### config.mk
export PLATFORM = sky130hd
export DESIGN_NAME = dmem_access_ctrl
export DESIGN_NICKNAME = d
export VERILOG_FILES = /design/src/rtl/dmem_access_ctrl_pkg.sv /design/src/rtl/dmem_access_ctrl_lane_mux_ext.sv /design/src/rtl/dmem_access_ctrl.sv
export SDC_FILE = /design/constraint.sdc
export NUM_CORES = 1
export LEC_CHECK = 0
export ABC_AREA = 1
export BUFFER_PORTS_ARGS = -buffer_cell sky130_fd_sc_hd__buf_2
export CAP_MARGIN = 30
export CORE_ASPECT_RATIO = 1.25
export CORE_MARGIN = 10
export CORE_UTILIZATION = 47
export CTS_CLUSTER_SIZE = 14
export DETAILED_ROUTE_END_ITERATION = 12
export GPL_TIMING_DRIVEN = 0
export PLACE_DENSITY = 0.79
export SYNTH_ARGS = -nofsm -noshare
export SYNTH_HDL_FRONTEND = slang
export SYNTH_SLANG_ARGS = --single-unit
### constraint.sdc
create_clock -name clk -period 1.8 [get_ports clk]
set_input_delay 0 -clock clk [delete_from_list [all_inputs] [get_ports clk]]
set_output_delay 0 -clock clk [all_outputs]
set_load 0.05 [all_outputs]
### src/rtl/dmem_access_ctrl_pkg.sv
// Shared definitions for the data-memory access controller: size codes,
// FSM state encodings, default geometry and a small alignment helper.
package dmem_access_ctrl_pkg;

  localparam int DMEM_DW       = 32;
  localparam int MEM_WORDS_DEF = 32;
  localparam int MEM_LAT_DEF   = 1;

  localparam logic [1:0] SZ_BYTE = 2'd0;
  localparam logic [1:0] SZ_HALF = 2'd1;
  localparam logic [1:0] SZ_WORD = 2'd2;

  typedef logic [2:0] state_t;

  localparam state_t ST_IDLE   = 3'd0;
  localparam state_t ST_RD     = 3'd1;
  localparam state_t ST_WR     = 3'd2;
  localparam state_t ST_RMW_RD = 3'd3;
  localparam state_t ST_RMW_WR = 3'd4;
  localparam state_t ST_RESP   = 3'd5;

  // True when the size code is illegal or the low address bits do not
  // match the natural alignment of the access.
  function automatic logic size_align_err(input logic [1:0] size,
                                          input logic [1:0] addr_lo);
    case (size)
      SZ_BYTE: return 1'b0;
      SZ_HALF: return addr_lo[0];
      SZ_WORD: return (addr_lo != 2'b00);
      default: return 1'b1;
    endcase
  endfunction

endpackage

### src/rtl/dmem_access_ctrl_lane_mux_ext.sv
// Little-endian lane handling: merges store data into a read word and
// extracts a load lane with sign or zero extension.
module lane_mux_ext
  import dmem_access_ctrl_pkg::*;
#(
  parameter int DW = DMEM_DW
) (
  input  logic [DW-1:0] word,
  input  logic [1:0]    addr_lo,
  input  logic [1:0]    size,
  input  logic          sign_ext,
  input  logic [DW-1:0] wdata,
  output logic [DW-1:0] merged,
  output logic [DW-1:0] extracted
);

  logic [7:0]  byte_lane;
  logic [15:0] half_lane;

  // Replace the addressed lane of the old word with right-aligned store data
  always_comb begin
    merged = word;
    case (size)
      SZ_BYTE: merged[{addr_lo, 3'b000} +: 8]        = wdata[7:0];
      SZ_HALF: merged[{addr_lo[1], 4'b0000} +: 16]   = wdata[15:0];
      default: merged = wdata;
    endcase
  end

  // Pull the addressed lane out of the word and widen it to full width
  always_comb begin
    byte_lane = word[{addr_lo, 3'b000} +: 8];
    half_lane = word[{addr_lo[1], 4'b0000} +: 16];
    case (size)
      SZ_BYTE: extracted = {{(DW-8){sign_ext & byte_lane[7]}}, byte_lane};
      SZ_HALF: extracted = {{(DW-16){sign_ext & half_lane[15]}}, half_lane};
      default: extracted = word;
    endcase
  end

endmodule

### src/rtl/dmem_access_ctrl.sv
// Initiator-side controller for the word-wide data memory. Accepts byte
// addressed loads/stores, performs read-modify-write for sub-word stores
// and returns a one-cycle response with extended load data or an error.
module dmem_access_ctrl
  import dmem_access_ctrl_pkg::*;
#(
  parameter int DW        = DMEM_DW,
  parameter int MEM_WORDS = MEM_WORDS_DEF,
  parameter int MEM_LAT   = MEM_LAT_DEF
) (
  input  logic          clk,
  input  logic          rst_n,
  input  logic          req_valid,
  output logic          req_ready,
  input  logic          req_write,
  input  logic [1:0]    req_size,
  input  logic          req_signed,
  input  logic [DW-1:0] req_addr,
  input  logic [DW-1:0] req_wdata,
  output logic          rsp_valid,
  output logic [DW-1:0] rsp_rdata,
  output logic          rsp_err,
  output logic [DW-1:0] mem_address,
  output logic          mem_read,
  output logic          mem_write,
  output logic [DW-1:0] mem_write_data,
  input  logic [DW-1:0] mem_read_data
);

  localparam int CW = (MEM_LAT > 1) ? $clog2(MEM_LAT) : 1;

  state_t        state;
  logic [CW-1:0] lat_cnt;
  logic          write_q;
  logic          signed_q;
  logic          err_q;
  logic [1:0]    size_q;
  logic [DW-1:0] addr_q;
  logic [DW-1:0] wdata_q;
  logic [DW-1:0] rdata_q;

  logic [DW-1:0] req_word_idx;
  logic [DW-1:0] word_idx_q;
  logic          req_err;
  logic          accept;
  logic [DW-1:0] merged;
  logic [DW-1:0] extracted;

  assign req_word_idx = {2'b00, req_addr[DW-1:2]};
  assign word_idx_q   = {2'b00, addr_q[DW-1:2]};
  assign req_err      = size_align_err(req_size, req_addr[1:0]) ||
                        (req_word_idx >= DW'(MEM_WORDS));
  assign accept       = req_valid && (state == ST_IDLE);

  lane_mux_ext #(.DW(DW)) u_lane (
    .word      (rdata_q),
    .addr_lo   (addr_q[1:0]),
    .size      (size_q),
    .sign_ext  (signed_q),
    .wdata     (wdata_q),
    .merged    (merged),
    .extracted (extracted)
  );

  // Sequence each accepted request through read, write or RMW and then respond
  always_ff @(posedge clk or negedge rst_n) begin
    if (!rst_n) begin
      state    <= ST_IDLE;
      lat_cnt  <= '0;
      write_q  <= 1'b0;
      signed_q <= 1'b0;
      err_q    <= 1'b0;
      size_q   <= 2'b00;
      addr_q   <= '0;
      wdata_q  <= '0;
      rdata_q  <= '0;
    end else begin
      case (state)
        ST_IDLE: begin
          if (accept) begin
            write_q  <= req_write;
            signed_q <= req_signed;
            err_q    <= req_err;
            size_q   <= req_size;
            addr_q   <= req_addr;
            wdata_q  <= req_wdata;
            lat_cnt  <= CW'(MEM_LAT - 1);
            if (req_err)                  state <= ST_RESP;
            else if (!req_write)          state <= ST_RD;
            else if (req_size == SZ_WORD) state <= ST_WR;
            else                          state <= ST_RMW_RD;
          end
        end
        ST_RD, ST_RMW_RD: begin
          if (lat_cnt == '0) begin
            rdata_q <= mem_read_data;
            state   <= (state == ST_RD) ? ST_RESP : ST_RMW_WR;
          end else begin
            lat_cnt <= lat_cnt - 1'b1;
          end
        end
        ST_WR, ST_RMW_WR: state <= ST_RESP;
        ST_RESP:          state <= ST_IDLE;
        default:          state <= ST_IDLE;
      endcase
    end
  end

  // Decode memory strobes and the response from the current state
  always_comb begin
    req_ready      = (state == ST_IDLE);
    mem_read       = 1'b0;
    mem_write      = 1'b0;
    mem_address    = '0;
    mem_write_data = '0;
    rsp_valid      = 1'b0;
    rsp_err        = 1'b0;
    rsp_rdata      = '0;
    case (state)
      ST_RD, ST_RMW_RD: begin
        mem_read    = 1'b1;
        mem_address = word_idx_q;
      end
      ST_WR: begin
        mem_write      = 1'b1;
        mem_address    = word_idx_q;
        mem_write_data = wdata_q;
      end
      ST_RMW_WR: begin
        mem_write      = 1'b1;
        mem_address    = word_idx_q;
        mem_write_data = merged;
      end
      ST_RESP: begin
        rsp_valid = 1'b1;
        rsp_err   = err_q;
        if (!err_q && !write_q) rsp_rdata = extracted;
      end
      default: ;
    endcase
  end

endmodule
# After elaboration in Yosys (flattened, before gate mapping)
# Cells that the tools add are included.
# op_classes
n_eq_ne	10
add_sub_neg	3
reduce_logical	17
n_mux	23
n_shift	6
bitwise_logic	3
n_lt_le_gt_ge	1
# ops
cell	n
32-bit one-hot mux with 2 select lines	3
32-bit bitwise mux	2
32-bit two-way mux	2
16-bit by 7-bit variable shift with 32-bit output (first input constant)	1
8-bit by 7-bit variable shift with 32-bit output (first input constant)	1
16-bit by 7-bit variable part select with 32-bit output	1
32-bit by 6-bit variable part select with 16-bit output	1
32-bit by 6-bit variable part select with 8-bit output	1
8-bit by 7-bit variable part select with 32-bit output	1
30-bit by 6-bit >= comparator with 1-bit output (second input constant)	1
30-bit two-way mux	1
5-bit negator with 7-bit output	2
3-bit two-way mux	3
3-bit one-hot mux with 3 select lines	1
1-bit two-way mux	8
2-bit AND reduction	4
3-bit by 2-bit equality test with 1-bit output (second input constant)	2
3-bit equality test (second input constant)	2
2-bit by 1-bit equality test with 1-bit output (second input constant)	2
2-bit logical NOT	2
2-bit nonzero test	2
2-bit OR reduction	2
4-bit OR reduction	1
3-bit by 1-bit equality test with 1-bit output (second input constant)	1
13 further kinds	16
# totals
inputBits	103
register_bits	105
word_cells	72

# Longest topological paths before layout
# Gate-level depths: netlist of run 1.
# logic_depth
ltp_word	6
mapped_depth	11
ltp_nobuf	9

# By module
# From an unflattened synthesis of run 1, not the netlist that was laid out.
# hier_totals
hier_cells	1100
area_unflattened_um2	6982.9
# by_module_without_submodules
mod	area_each_um2	cells_per_inst	seq_area_each_um2	n_inst
dmem_access_ctrl	5007.3	689	2602.5	1
lane_mux_ext	1975.6	411	0.0	1

# Worst setup path after synthesis of run 1
# No wires, ideal clock.
# synth_path
kind	register to output
from	register addr_q[1]
to	output port mem_write_data[2]
path_slack_ns	-0.562
t_required_ns	1.800
path_stages_with_launch	10
path_buffers	2
arrival_time_ns	2.362
cell_sequence	dfrtp_1 > buf_6 > clkinv_1 > ha_1 > clkbuf_1 > inv_1 > nand4_1 > nor2_1 > o221ai_1 > o21ai_0
# synth_between
elab_chain_len	5
elab_cells_between_ends	10
classes_between	add/sub (2); shift (4); mux (4)
# synth_rtl
element	line	rtl
start, declared	dmem_access_ctrl.sv:38	logic [DW-1:0] addr_q;
start signal, assigned	dmem_access_ctrl.sv:85	addr_q <= req_addr;
5-bit negator with 7-bit output, on equally long branches	dmem_access_ctrl_lane_mux_ext.sv:25, dmem_access_ctrl_lane_mux_ext.sv:24	
16-bit by 7-bit variable part select with 32-bit output (tied with other cells)	dmem_access_ctrl_lane_mux_ext.sv:25	SZ_HALF: merged[{addr_lo[1], 4'b0000} +: 16] = wdata[15:0];
32-bit bitwise mux, on equally long branches	dmem_access_ctrl_lane_mux_ext.sv:25, dmem_access_ctrl_lane_mux_ext.sv:24	
32-bit one-hot mux with 2 select lines (*)	dmem_access_ctrl_lane_mux_ext.sv:23	case (size)
32-bit one-hot mux with 2 select lines (*)	dmem_access_ctrl.sv:119	case (state)
end, declared	dmem_access_ctrl.sv:26	output logic [DW-1:0] mem_write_data,
# Mark *: on every way between the ends. The rest lies on a longest branch, timed or not.

# Worst setup path after layout of run 1
# layout_path
from	register addr_q[0]
to	output port rsp_rdata[25]
# layout_between
elab_chain_len	5
# layout_rtl
element	line	rtl
32-bit by 6-bit variable part select with 8-bit output	dmem_access_ctrl_lane_mux_ext.sv:32	byte_lane = word[{addr_lo, 3'b000} +: 8];
1-bit AND	dmem_access_ctrl_lane_mux_ext.sv:35	SZ_BYTE: extracted = {{(DW-8){sign_ext & byte_lane[7]}}, byte_lane};
32-bit one-hot mux with 2 select lines	dmem_access_ctrl_lane_mux_ext.sv:34	case (size)
32-bit two-way mux	dmem_access_ctrl.sv:137	if (!err_q && !write_q) rsp_rdata = extracted;
32-bit two-way mux	dmem_access_ctrl.sv:119	
end, declared	dmem_access_ctrl.sv:21	output logic [DW-1:0] rsp_rdata,
# Every way passes these cells.

==> reports/results.tsv, run 1 <==
stage	metric	value	unit
outcome	status	finished, violations left	
outcome	violations	setup timing	
final_layout	fillers	668	
final_layout	final_util	86.5	%
floorplan	rows	48	
cts	clk_pin_slew	0.08	ns
cts	htree_levels	3	
logic_synthesis	synth_edf_count	0	
timing	finalHoldViolCount	0	
run	drv_cap	0	
worst_setup_path	worst_setup_path_end_kind	output port	
timing	rsz0062_at_grt	yes	
worst_setup_path	path_class	flop to output port	
worst_setup_path	required	1.80	ns
cts	cts_buffers	9	
placed_design	postPlaceCellArea	0.00822	mm^2
placed_design	post-place-ws	-0.568	ns
detailed_routing	viasPerCell	5.97	
logic_synthesis	synth.most_common_cell	nand2_1	
worst_setup_path	crit_fanout	7	
floorplan	ioPinCount	204	
placed_design	io_buffer_count	201	
logic_synthesis	synthFlopType	dfrtp_1	
logic_synthesis	synth-seq-cells	104	
logic_synthesis	synth_top_area_share	39.2	%
grt	antenna_found_initial	4	
logic_synthesis	yosysTopAreaCell	dfrtp_1	
timing	fin_hold_ws	0.229	ns
floorplan	core	0.0138	mm^2
grt	grt_pass1_vias	9164	
timing	drv_slew	0	
cts	worstSkewPairLatency	0.35	ns
worst_hold_path	hold_path_class	primary input to async pin	
logic_synthesis	synth.avg_cell_area	6.64	um^2
detailed_routing	vias	9318	
floorplan	die-area	0.0193	mm^2
timing	fin_skew	0.00595	ns
logic_synthesis	synth_commonest_cells	394 x nand2_1, 133 x o21ai_0, 104 x dfrtp_1	
grt	grt_pass1_wl	50.8	mm
grt	track_usage	32.6	%
final_layout	seqCellArea	0.00261	mm^2
power_and_ir_drop	ir_drop	0.00128	V
detailed_routing	totalWireLength	35.7	mm
final_layout	nNetsFinal	1484	
logic_synthesis	synthTopCellsByArea	dfrtp_1 39%, nand2_1 22%, o21ai_0 10%	
cts	cts_tree	yes	
timing	setup_slack	-0.557	ns
placed_design	gp_congestion	1.05	
timing	fin_crit	2.36	ns
timing	tightest_slew	0.709	ns
timing	slew_headroom	52.8	%
final_layout	multi_input_area	0.00443	mm^2
detailed_routing	dr.pass1.iters	5	
power_and_ir_drop	p_per_area	1990	mW/mm^2
logic_synthesis	ys_types	31	
worst_setup_path	worstPathArrival	2.36	ns
placed_design	dp_hpwl	19.9	mm
grt	grt_overflow	0	
timing	tns	-27.72	ns
detailed_routing	postRouteAntennaNets	0	
floorplan	die_w	126	um
floorplan	die_y	153	um
logic_synthesis	async_flop_share	100	%
timing	max_freq	0.424	GHz
grt	grt_max_degree	56	
logic_synthesis	yosysSeqAreaShare	39.2	%
detailed_routing	drc	0	
power_and_ir_drop	power_leakage	5.75	nW
cts	cts_num_sinks	104	
logic_synthesis	netlist_instances	999	
logic_synthesis	synth_area	0.00663	mm^2
worst_setup_path	critPathLaunchType	flop	
detailed_routing	drtIter0Drc	1023	
cts	root_buffer	clkbuf_16	
detailed_routing	avgRoutedWirePerCell	22.9	um
final_layout	layout-drive-gt1-share	38.4	%
final_layout	fin_area	0.0119	mm^2
cts	clockBufferDepth	2	
timing	setup_viol	65	
floorplan	initial_core_util	48.0	%
final_layout	area_growth	80.0	%
logic_synthesis	yosysWarnings	0	
timing	post-route-period-util	131	%
## where the power goes
part | total (W) | switching [W] | internal, W
clock | 0.00213 | 0.00102 | 0.00111
sequential | 0.00514 | 0.00171 | 0.00343
combinational | 0.0165 | 0.0104 | 0.00612
## final timing paths
path                                         from  slack [ns]                       to  cells after the start
max in group asynchronous                   rst_n        0.84     state[2]$_DFFE_PN0P_                      3
max reg2reg                  state[2]$_DFFE_PN0P_        0.09  rdata_q[24]$_DFFE_PN0P_                      6
min reg2reg                addr_q[18]$_DFFE_PN0P_        0.49   addr_q[18]$_DFFE_PN0P_                      2
max                         addr_q[0]$_DFFE_PN0P_       -0.56            rsp_rdata[25]                     12
min                                         rst_n        0.23  rdata_q[31]$_DFFE_PN0P_                      2
min in group clk                    req_wdata[14]        0.37  wdata_q[14]$_DFFE_PN0P_                      4
## layout make-up
class / count / area share, %
Tap cell: 175 / 1.83
Sequential cell: 104 / 21.8
Clock inverter: 7 / 0.754
Clock buffer: 9 / 1.89
Antenna cell: 4 / 0.0838
Buffer: 61 / 4.57
Inverter: 94 / 3.32
Timing Repair Buffer: 365 / 28.5
Multi-Input combinational cell: 740 / 37.1
Timing Repair inverter: 1 / 0.0733
## cells in the final DEF, fill, tap and decap left out, drive strengths merged
cell	netlist	final
nand2	399	399
buf	32	293
o21ai	139	139
dfrtp	104	104
dlygate4sd3	0	102
inv	92	94
nor2	65	65
a21oi	48	48
clkbuf	30	40
nand3	25	25
o221ai	20	20
o211ai	17	17
nand4	10	10
nor3	5	5
ha	5	5
diode	0	4
clkinv	2	4
clkinvlp	0	3
a211oi	2	2
conb	1	2
or2	1	1
a31oi	1	1
o21a	1	1
bufinv	0	1
## worst max-delay path, stage by stage (launching register included)
cell      delay, ns
dfrtp_1        0.45
buf_6          0.18
inv_8          0.05
buf_4          0.15
nor2_4         0.14
nand2_2        0.07
nand2_2        0.11
nand2_4        0.08
nand2_4        0.10
o211ai_4       0.15
buf_8          0.20
nor2_4         0.12
buf_6          0.17
## what timing repair did
action	4_1_cts	5_1_grt
hold endpoints to repair	151	0
pin swaps	56	40
cloned	6	1
endpoints found under the setup margin	116	133
buffers inserted	43	14
hold buffers	102	0
gates resized for setup	456	111
## kinds of logic after synthesis
| group | synth area share (%) |
|---|---|
| compound gates | 19.3 |
| fa+ha+maj | 0.943 |
| buf+inv | 9.71 |
| flops | 39.2 |
| other cells | 0.0565 |
| simple gates | 30.7 |
## metal layers
layer / global-route usage [%] / share of wire, %
met1: 35.6 / 32
met2: 55.4 / 49
met3: 9.55 / 12
met4: 17.6 / 8.1
met5: 0 / 0
## sequential cells by signal, indices dropped and copies added, names as in the netlist
name,cells
addr_q,32
rdata_q,32
wdata_q,32
state,3
size_q,2
err_q,1
signed_q,1
write_q,1
## through the flow
step / power (W) / cells
2_1_floorplan: 0.0121 / 1000
3_3_place_gp: 0.0151 / 1376
5_1_grt: 0.0247 / 1560
4_1_cts: 0.0215 / 1544
6_report: 0.0238 / 1560
3_5_place_dp: 0.0152 / 1377
Power figures use the tool's default switching activity.
==> run 2, diff against run 1 <==
Settings changed: ABC_AREA 1 to not set, GPL_TIMING_DRIVEN 0 to not set, PLACE_DENSITY 0.79 to 0.8.
==> run 2 against run 1 <==
The flow now stops in global routing. Synthesized cell count is 40% lower. Synthesized area down 5.7%.
==> reports/results.tsv, run 2 <==
stage	metric	value	unit	change
floorplan	initial_core_util	47.5	%	-0.53 points
placed_design	gp_congestion	0.976		-6.9%
grt	antenna_found_initial	9		
logic_synthesis	yosysTopAreaCell	dfrtp_1		
grt	track_usage	61.6	%	
timing	worst-ep-kind	top-level output		
logic_synthesis	yosys.area_share.simple	12.6	%	-18 points
logic_synthesis	synth_area	0.00626	mm^2	-5.7%
floorplan	die_y	149	um	-2.5%
logic_synthesis	synth.avg_cell_area	10.5	um^2	+58%
logic_synthesis	yosysWarnings	0		unchanged
timing	repair-timing-grt-worst-ep	rsp_rdata[9]		
grt	grt_overflow	3		
logic_synthesis	synthFlopType	dfrtp_1		
placed_design	post-place-ws	-0.121	ns	+0.447 ns
logic_synthesis	yosysSeqAreaShare	41.6	%	+2.4 points
cts	clockBufferDepth	2		unchanged
logic_synthesis	synth-seq-cells	104		unchanged
logic_synthesis	synth_top_area_share	41.6	%	+2.4 points
outcome	tool.error	[ERROR GRT-0232] Routing congestion too high. Check the congestion heatmap in the GUI.		
placed_design	io_buffer_count	201		unchanged
logic_synthesis	synth_commonest_cells	104 x dfrtp_1, 82 x mux2_2, 41 x o21ai_0		
cts	root_buffer	clkbuf_16		
cts	cts_num_sinks	104		unchanged
placed_design	dp_hpwl	17.3	mm	-13%
floorplan	ioPinCount	204		unchanged
logic_synthesis	synthMuxAreaShare	19.6	%	+20 points
placed_design	postPlaceCellArea	0.00876	mm^2	+6.6%
logic_synthesis	synthTopCellsByArea	dfrtp_1 42%, mux2_2 15%, o21ai_0 3.3%		
logic_synthesis	yosys.area_share.adder	1.00	%	+0.057 points
outcome	status	did not finish		
logic_synthesis	synth.most_common_cell	dfrtp_1		
cts	htree_levels	3		unchanged
logic_synthesis	synth_edf_count	0		unchanged
outcome	lastStage	global routing		
logic_synthesis	netlist_instances	598		-40%
floorplan	die_w	123	um	-2.4%
logic_synthesis	synth-compound-area-share	19.4	%	+0.11 points
cts	cts_buffers	9		unchanged
logic_synthesis	synth_xor_area_share	0	%	unchanged
logic_synthesis	async_flop_share	100	%	unchanged
grt	grt_max_degree	105		
floorplan	rows	47		-2.1%
logic_synthesis	ys_types	57		+84%
logic_synthesis	synth_top_family_by_area	multiplexers		
run 2: through the flow:
step / cells / hold WS (ns)
floorplan: 599 / -0.296
global placement: 1000 / 0.106
detailed placement: 1000 / 0.111
CTS: 1143 / 0.284
run 2: cells by family after synthesis:
family                     Yosys count
DFF                                104
other                                1
AOI/OAI and AO/OA                  177
adders and majority gates            5
muxes                              105
buffers and inverters               70
and+or+nand+nor                    136
run 2: what timing repair did:
item,CTS
cloned,4
setup endpoints to repair,95
pin swaps,31
resized for setup,328
buffers inserted,24
hold buffers,102
hold endpoints to repair,206
run 2: per-layer routing:
| layer | GRT usage, % | GRT overflow |
|---|---|---|
| met1 | 59.0 | 0 |
| met2 | 79.1 | 2 |
| met3 | 49.0 | 0 |
| met4 | 58.9 | 1 |
| met5 | 14.4 | 0 |
==> run 3, diff against run 2 <==
Settings changed: CORE_ASPECT_RATIO 1.25 to not set, CORE_UTILIZATION 47 to 40, CTS_CLUSTER_SIZE 14 to not set, PLACE_DENSITY 0.8 to not set, PLACE_DENSITY_LB_ADDON set to 0.15.
Clock period 1.8 ns to 2.35 ns, I/O delays scaled along.
==> run 3 against run 2 <==
The flow now finishes without violations. Synthesized area unchanged. Synthesized cell count unchanged.
==> reports/results.tsv, run 3 <==
stage	metric	value	unit	change
placed_design	dp_hpwl	17.1	mm	-0.80%
logic_synthesis	ys_types	57		unchanged
logic_synthesis	async_flop_share	100	%	unchanged
grt	antenna_found_initial	1		
cts	cts_tree	yes		
power_and_ir_drop	power_leakage	4.40	nW	
timing	setup_viol	0		
final_layout	nNetsFinal	1017		
detailed_routing	postRouteAntennaNets	0		
final_layout	area_growth	49.7	%	
floorplan	rows	45		-4.3%
grt	grt_overflow	0		
placed_design	gp_congestion	0.892		-8.6%
timing	slew_headroom	63.7	%	
worst_setup_path	r2r_cells	4		
placed_design	io_buffer_count	201		unchanged
final_layout	fin_area	0.00937	mm^2	
floorplan	ioPinCount	204		unchanged
final_layout	fillers	1261		
logic_synthesis	synth_edf_count	0		unchanged
floorplan	initial_core_util	41.0	%	-6.5 points
logic_synthesis	netlist_instances	598		unchanged
floorplan	die-area	0.0210	mm^2	
final_layout	layout-drive-gt1-share	43.9	%	
final_layout	multi_input_area	0.00353	mm^2	
final_layout	mostFrequentLayoutCell	buf_2		
worst_setup_path	critPathLaunchType	flop		
detailed_routing	viasPerCell	5.42		
power_and_ir_drop	p_per_area	1490	mW/mm^2	
worst_setup_path	worst_setup_path_end_kind	output port		
cts	worstSkewPairLatency	0.36	ns	
cts	clk_pin_slew	0.08	ns	
logic_synthesis	synth_area	0.00626	mm^2	unchanged
logic_synthesis	synth_top_area_share	41.6	%	unchanged
cts	htree_levels	3		unchanged
cts	root_buffer	clkbuf_16		
detailed_routing	drtIter0Drc	401		
timing	tightest_slew	0.544	ns	
floorplan	die_w	145	um	+18%
logic_synthesis	synth_commonest_cells	104 x dfrtp_1, 82 x mux2_2, 41 x o21ai_0		
logic_synthesis	synth.most_common_cell	dfrtp_1		
floorplan	core	0.0153	mm^2	
worst_setup_path	worstPathArrival	2.27	ns	
logic_synthesis	yosysTopAreaCell	dfrtp_1		
timing	fin_skew	0.00695	ns	
final_layout	seqCellArea	0.00261	mm^2	
grt	grt_pass1_vias	6500		
logic_synthesis	synthFlopType	dfrtp_1		
timing	fin_hold_ws	0.171	ns	
worst_setup_path	path_class	flop to output port		
cts	clockBufferDepth	2		unchanged
grt	grt_pass1_wl	37.0	mm	
timing	max_freq	0.440	GHz	
grt	grt_max_degree	44		
placed_design	postPlaceCellArea	0.00769	mm^2	-12%
worst_setup_path	crit_fanout	8		
timing	post-route-period-util	96.7	%	
logic_synthesis	yosysSeqAreaShare	41.6	%	unchanged
detailed_routing	dr.pass1.iters	5		
run	drv_cap	0		
logic_synthesis	synthTopCellsByArea	dfrtp_1 42%, mux2_2 15%, o21ai_0 3.3%		
detailed_routing	vias	6102		
worst_setup_path	required	2.35	ns	
logic_synthesis	synth.avg_cell_area	10.5	um^2	unchanged
final_layout	most-common-layout-cells	164 x buf_2, 102 x dlygate4sd3_1, 99 x dfrtp_1		
grt	track_usage	21.5	%	
timing	fin_crit	2.27	ns	
timing	finalHoldViolCount	0		
detailed_routing	drc	0		
detailed_routing	totalWireLength	23.6	mm	
timing	drv_slew	0		
timing	rsz0062_at_grt	yes		
detailed_routing	avgRoutedWirePerCell	21.0	um	
logic_synthesis	yosysWarnings	0		unchanged
worst_hold_path	hold_path_class	primary input to async pin		
final_layout	top_regs	addr_q (32), rdata_q (32), wdata_q (32)		
power_and_ir_drop	ir_drop	0.000863	V	
outcome	status	complete, no violations		
logic_synthesis	synth-seq-cells	104		unchanged
cts	cts_buffers	9		unchanged
cts	cts_num_sinks	104		unchanged
floorplan	die_y	145	um	-2.6%
-- run 3: cell counts after synthesis --
No cell type changed its count.
-- run 3: power breakdown --
group | switching (W) | total [W] | internal [W]
Combinational | 0.00525 | 0.00861 | 0.00336
Sequential | 0.00111 | 0.00381 | 0.00269
Clock | 0.000719 | 0.00156 | 0.000838
Total | 0.00708 | 0.0140 | 0.00690
-- run 3: metal layers --
| layer | up-vias | global-route usage (%) | wire length [um] |
|---|---|---|---|
| met5 | - | 0 | 0 |
| met2 | 214 | 35.1 | 11600 |
| met4 | 0 | 7.03 | 483 |
| met1 | 3044 | 27.1 | 9990 |
| li1 | 2815 | - | - |
| met3 | 29 | 5.62 | 1510 |
-- run 3: final cells by class --
type / instances / share of cell area [%]
flip-flops and latches: 104 / 27.9
repair buffers: 348 / 27.5
diodes: 1 / 0.0267
clock buffers: 9 / 2.40
well taps: 211 / 2.82
clock inverters: 6 / 0.802
inverters: 21 / 0.842
multi-input cells: 425 / 37.7
-- run 3: kinds of logic (layout without fill, tap and decap cells) --
| group | after synthesis | after routing | synth area share [%] |
|---|---|---|---|
| and+or+nand+nor | 136 | 136 | 12.6 |
| muxes | 105 | 105 | 19.6 |
| AOI/OAI and AO/OA | 177 | 177 | 19.4 |
| buffers and inverters | 70 | 384 | 5.64 |
| other | 1 | 3 | 0.0599 |
| DFF | 104 | 104 | 41.6 |
| adders and majority gates | 5 | 5 | 1.00 |
-- run 3: stage by stage --
stage / util, % / cells / TNS [ns] / setup WS, ns / power, W
floorplan: - / 599 / -0.0743 / -0.0743 / 0.00945
global placement: 50.4 / 997 / 0 / 0.253 / 0.0116
detailed placement: 50.4 / 997 / 0 / 0.128 / 0.0117
CTS: 59.9 / 1119 / -0.0000142 / -0.0000142 / 0.0136
global route: 61.4 / 1125 / -0.292 / -0.0289 / 0.0147
finish: 61.4 / 1125 / 0 / 0.0784 / 0.0140
-- run 3: final timing paths --
path	startpoint	end	slack, ns
worst max-delay path	addr_q[1]$_DFFE_PN0P_	mem_write_data[9]	0.08
worst min-delay path	rst_n	wdata_q[0]$_DFFE_PN0P_	0.17
worst max register to register	state[0]$_DFFE_PN0P_	wdata_q[23]$_DFFE_PN0P_	0.36
worst min register to register	addr_q[4]$_DFFE_PN0P_	addr_q[4]$_DFFE_PN0P_	0.50
max in group asynchronous	rst_n	rdata_q[12]$_DFFE_PN0P_	1.44
min in group clk	mem_read_data[17]	rdata_q[17]$_DFFE_PN0P_	0.38
-- run 3: critical path: stages, from the launching register on --
cell and delay, ns:
dfrtp_1 0.39, inv_2 0.08, ha_2 0.41, nand2_1 0.11, nor4_4 0.21, buf_4 0.21, a22oi_1 0.09, o2bb2ai_2 0.14
buf_2 0.28
-- run 3: timing repair --
action / CTS / global route
gates resized for setup: 23 / 57
setup endpoints to repair: 56 / 56
setup buffers: 5 / 5
pin swaps: 7 / 3
hold endpoints to repair: 140 / 0
hold buffers: 102 / 0
